### config.mk
export PLATFORM = sky130hd
export DESIGN_NAME = stack_exec
export DESIGN_NICKNAME = d
export VERILOG_FILES = /design/src/rtl/stack_exec.sv
export SDC_FILE = /design/constraint.sdc
export NUM_CORES = 1
export LEC_CHECK = 0
export ABC_CLOCK_PERIOD_IN_PS = 14880
export CAP_MARGIN = 15
export CORE_ASPECT_RATIO = 0.8
export CORE_UTILIZATION = 46
export CTS_CLUSTER_DIAMETER = 120
export DETAILED_ROUTE_END_ITERATION = 7
export PLACE_DENSITY = 0.67
export SETUP_SLACK_MARGIN = 0.3
export SYNTH_ARGS = -nofsm -noshare
export SYNTH_HDL_FRONTEND = slang
export SYNTH_SLANG_ARGS = --single-unit
export TNS_END_PERCENT = 50
### constraint.sdc
create_clock -name i_clk -period 14.88 [get_ports i_clk]
set_clock_uncertainty 0.05 [all_clocks]
set_input_delay 1.488 -clock i_clk [delete_from_list [all_inputs] [get_ports i_clk]]
set_output_delay 1.488 -clock i_clk [all_outputs]
set_load 0.01 [all_outputs]
### src/rtl/stack_exec.sv
// Operand stack and sequencer for the external bit-serial alu.
// Non-ALU commands complete in the accept cycle; ALU commands spend one WAIT cycle for writeback.
module stack_exec #(
   parameter int unsigned WIDTH = 32,
   parameter int unsigned DEPTH = 8,
   localparam int unsigned DW = $clog2(DEPTH + 1),
   localparam int unsigned AW = $clog2(DEPTH)
) (
   input  logic             i_clk,
   input  logic             i_rst,
   input  logic             i_cmd_valid,
   output logic             o_cmd_ready,
   input  logic [2:0]       i_cmd_op,
   input  logic [2:0]       i_cmd_alu_s,
   input  logic [WIDTH-1:0] i_cmd_imm,
   output logic [WIDTH-1:0] o_alu_a,
   output logic [WIDTH-1:0] o_alu_b,
   output logic [2:0]       o_alu_s,
   input  logic [WIDTH-1:0] i_alu_out,
   input  logic             i_alu_cout,
   output logic [WIDTH-1:0] o_tos,
   output logic [DW-1:0]    o_depth,
   output logic             o_flag,
   output logic             o_err_under,
   output logic             o_err_over
);

   typedef enum logic [0:0] {StIdle, StWait} state_e;

   localparam logic [2:0] OpPush   = 3'b001;
   localparam logic [2:0] OpPop    = 3'b010;
   localparam logic [2:0] OpDup    = 3'b011;
   localparam logic [2:0] OpSwap   = 3'b100;
   localparam logic [2:0] OpAlu    = 3'b101;
   localparam logic [2:0] OpClrErr = 3'b110;

   state_e           r_state;
   logic [WIDTH-1:0] r_stack [DEPTH];
   logic [DW-1:0]    r_depth;
   logic             r_flag;
   logic             r_err_under;
   logic             r_err_over;
   logic [WIDTH-1:0] r_alu_a;
   logic [WIDTH-1:0] r_alu_b;
   logic [2:0]       r_alu_s;

   logic [DW-1:0]    w_dm1;
   logic [DW-1:0]    w_dm2;
   logic [AW-1:0]    w_top_idx;
   logic [AW-1:0]    w_nos_idx;
   logic [AW-1:0]    w_push_idx;
   logic             w_empty;
   logic             w_full;
   logic             w_lt2;
   logic [WIDTH-1:0] w_tos;
   logic [WIDTH-1:0] w_nos;

   assign w_dm1      = r_depth - DW'(1);
   assign w_dm2      = r_depth - DW'(2);
   assign w_top_idx  = w_dm1[AW-1:0];
   assign w_nos_idx  = w_dm2[AW-1:0];
   assign w_push_idx = r_depth[AW-1:0];
   assign w_empty    = (r_depth == '0);
   assign w_full     = (r_depth == DW'(DEPTH));
   assign w_lt2      = (r_depth < DW'(2));
   assign w_tos      = w_empty ? '0 : r_stack[w_top_idx];
   assign w_nos      = r_stack[w_nos_idx];

   always_ff @(posedge i_clk) begin
      if (i_rst) begin
         r_state     <= StIdle;
         r_depth     <= '0;
         r_flag      <= 1'b0;
         r_err_under <= 1'b0;
         r_err_over  <= 1'b0;
         r_alu_a     <= '0;
         r_alu_b     <= '0;
         r_alu_s     <= '0;
      end else begin
         unique case (r_state)
            StIdle: begin
               if (i_cmd_valid) begin
                  // Failed preconditions still consume the command; only an error bit changes.
                  case (i_cmd_op)
                     OpPush: begin
                        if (w_full) begin
                           r_err_over <= 1'b1;
                        end else begin
                           r_stack[w_push_idx] <= i_cmd_imm;
                           r_depth             <= r_depth + DW'(1);
                        end
                     end
                     OpPop: begin
                        if (w_empty) r_err_under <= 1'b1;
                        else         r_depth     <= w_dm1;
                     end
                     OpDup: begin
                        if (w_empty) begin
                           r_err_under <= 1'b1;
                        end else if (w_full) begin
                           r_err_over <= 1'b1;
                        end else begin
                           r_stack[w_push_idx] <= w_tos;
                           r_depth             <= r_depth + DW'(1);
                        end
                     end
                     OpSwap: begin
                        if (w_lt2) begin
                           r_err_under <= 1'b1;
                        end else begin
                           r_stack[w_top_idx] <= w_nos;
                           r_stack[w_nos_idx] <= w_tos;
                        end
                     end
                     OpAlu: begin
                        if (w_lt2) begin
                           r_err_under <= 1'b1;
                        end else begin
                           r_alu_a <= w_nos;
                           r_alu_b <= w_tos;
                           r_alu_s <= i_cmd_alu_s;
                           r_state <= StWait;
                        end
                     end
                     OpClrErr: begin
                        r_err_under <= 1'b0;
                        r_err_over  <= 1'b0;
                     end
                     default: ;
                  endcase
               end
            end
            StWait: begin
               r_stack[w_nos_idx] <= i_alu_out;
               r_depth            <= w_dm1;
               r_flag             <= i_alu_cout;
               r_state            <= StIdle;
            end
            default: r_state <= StIdle;
         endcase
      end
   end

   assign o_cmd_ready = (r_state == StIdle);
   assign o_alu_a     = r_alu_a;
   assign o_alu_b     = r_alu_b;
   assign o_alu_s     = r_alu_s;
   assign o_tos       = w_tos;
   assign o_depth     = r_depth;
   assign o_flag      = r_flag;
   assign o_err_under = r_err_under;
   assign o_err_over  = r_err_over;

endmodule

==> reports/results.txt <==
Final Total Pwr - 0.00228 W
status - finished clean
CP top delay family - buffers and inverters
layout cells sized above 1 - 17.2%
PostCTS Resize Cnt - 0
CP max stage cell - buf_4
Rows - 66
EDFF count, synth - 256
Die W - 230 µm
reg2reg path depth - 7
worst skew pair latency - 540 ps
Syn-to-layout area delta - 18.5%
crit path max fanout - 45
clock tree root driver cell - clkbuf_16
Mapped Area - 19200 µm²
fin nets - 1615
largest net degree at the start of global routing - 145
die area - 42600 µm²
final core occ - 55.7%
first-pass GRT wire length - 85.2 mm
PD cells - 100 nW/µm²
CP required - 13340 ps
dpl cell area - 21500 µm²
# DRC - 0
total routing usage reported by global routing - 27.0%
Max VDD drop - 0.0709 mV
routed length per placed instance - 27.0 µm
ys async rst share - 0%
Worst EP arrival - 4650 ps
crit path cell chain - inv_1, ha_4, buf_4, mux4_1, a22o_2, clkdlybuf4s50_1
TritonCTS Buffers - 38
Initial Util - 47.0%
commonest non-fill, non-tap cell in the layout - mux2i_1
Final Hold Violating Endpoints - 0
Clock Path Buffers - 3
final period utilization - 41.6%
clk sink count - 331
postcts setup bufs - 0
hold worst-path end - o_alu_a[24]
Worst Hold Class - flop to flop
DR vias - 13199
initial antenna violation count - 1
reg-to-reg critical path startpoint - o_depth[1]
crit path from - o_depth[1]
Final Cell Area - 22800 µm²
initial DRC count - 1077
CTS Hold Buffers Added - 0
Yosys Warn Count - 0
most area-consuming cells after synthesis - edfxtp_1 (40%), mux2i_1 (17%), dfxtp_1 (7.8%)
top cell type's share of synthesized area - 40.0%
leak pwr - 8.80 nW
Startpoint Class - flop
Worst-Margin Slew - 1210 ps
RSZ-0062 raised after global routing - no
f_max - 162 MHz
commonest non-fill, non-tap cells in the layout - mux2i_1 (324), edfxtp_1 (256), clkdlybuf4s50_1 (179)
sequential element share of the synthesized area - 47.8%
type of the worst setup path - flop to output pin
Gate Count Post-Synth - 1399
Via-to-Cell Ratio - 6.26
GPL Wtd Cong - 0.826
Worst Hold Launch - o_alu_a[24]
crit path time final - 6190 ps
Routed Antenna Nets - 0
CTS clk-pin slew, worst paths - 60 ps
Reg area - 9190 µm²
R2R Setup Slk - 10360 ps
Yosys reg bits - 331
H-tree level count - 2
Max Slew Vio Count - 0
Final HPWL DP - 33.5 mm
FF-to-FF End - r_stack[2][19]
main flop type after synthesis - edfxtp_1
TritonCTS clock tree - done
Final TNS setup - 0 ps
number of max-cap violations - 0
final setup vio count - 0
CP bufs+invs - 3
GRT Residual Overflow - 0
Fill cells - 3365
Syn Nets - 1480
final WL - 56.8 mm
area leader, netlist - edfxtp_1
drt first pass iters - 5
chip height - 185 µm
Netlist cell types - 62
hold-critical path depth - 2
multi-input logic area - 9540 µm²
Syn Area/Cell - 13.7 µm²
core box area - 40900 µm²
Slew HR - 19.0%
vias in the first global route - 13310
IO Pins - 181
Crit. End Element - output pin
PortBufs - 180
CP max stage delay - 840 ps
through the flow:
step,hold WS [ps],setup slack (ps),std cells
CTS,406,8650,2106
detailed placement,398,9220,2038
global route,425,8390,2107
floorplan,431,9620,1399
global placement,391,9290,2038
finish,405,8690,2107
where the power goes:
part           switching (W)  total, W  leakage [nW]  internal, W
registers         0.00000635   0.00101          2.91     0.000999
logic               0.000167  0.000308          5.27     0.000141
clock network       0.000393  0.000968         0.620     0.000575
total               0.000566   0.00228          8.80      0.00172
area by class of cell:
| type | count | share of cell area [%] |
|---|---|---|
| repair buffers | 210 | 8.95 |
| clock inverters | 22 | 1.18 |
| inverters | 6 | 0.0990 |
| well taps | 544 | 2.99 |
| multi-input cells | 947 | 41.9 |
| flip-flops and latches | 331 | 40.4 |
| diodes | 1 | 0.0110 |
| clock buffers | 46 | 4.45 |
cells in the mapped netlist (all sizes together) (5+ instances only):
library cell,n
nand3,5
o21ai,20
nor2b,6
mux2i,355
a221oi,20
nor2,82
dfxtp,75
mux2,64
nand2,52
a22o,62
or3,33
edfxtp,256
mux4,66
inv,6
buf,79
nor3,55
o221ai,11
clkbuf,36
a21oi,44
ha,7
o22ai,32
cell families (layout without fill, tap and decap cells):
kind of cell    count (synthesis)  after routing  synth area share, %
compound gates                205            205                 10.7
xor+xnor                        3              3                0.176
other cells                     0              1                    0
fa+ha+maj                       7              7                0.456
buf+inv                       121            284                 3.37
simple gates                  247            247                 6.22
flops                         331            331                 47.8
mux                           485            485                 31.2
sequential cells by signal, summed over array words and instances (netlist names):
| signal | count |
|---|---|
| r_stack | 256 |
| r_state | 1 |
| o_err_over | 1 |
| o_depth | 4 |
| o_alu_s | 3 |
| o_alu_b | 32 |
| o_flag | 1 |
| o_err_under | 1 |
| o_alu_a | 32 |
routing by layer:
layer  routed length, µm  part of all wire (%)  GRT usage, %
met1               23700                    42          35.2
met2               27000                    48          44.5
met3                4110                   7.2          5.29
met5                   0                     0             0
met4                1970                   3.5          10.0
tightest hold or removal path: stages, from the launching register on:
cell     delay (ps)
dfxtp_1         310
nand2_1          50
a21oi_1          50
worst max path at each step:
stage | slack (ps) | to | cells after the start
5_1_grt | 8390 | o_tos[17] | 6
3_3_place_gp | 9290 | o_tos[17] | 6
6_report | 8690 | o_tos[17] | 6
2_1_floorplan | 9620 | r_stack[1][0] | 7
4_1_cts | 8650 | o_tos[17] | 6
3_5_place_dp | 9220 | o_tos[17] | 6
Power figures use the tool's default switching activity.
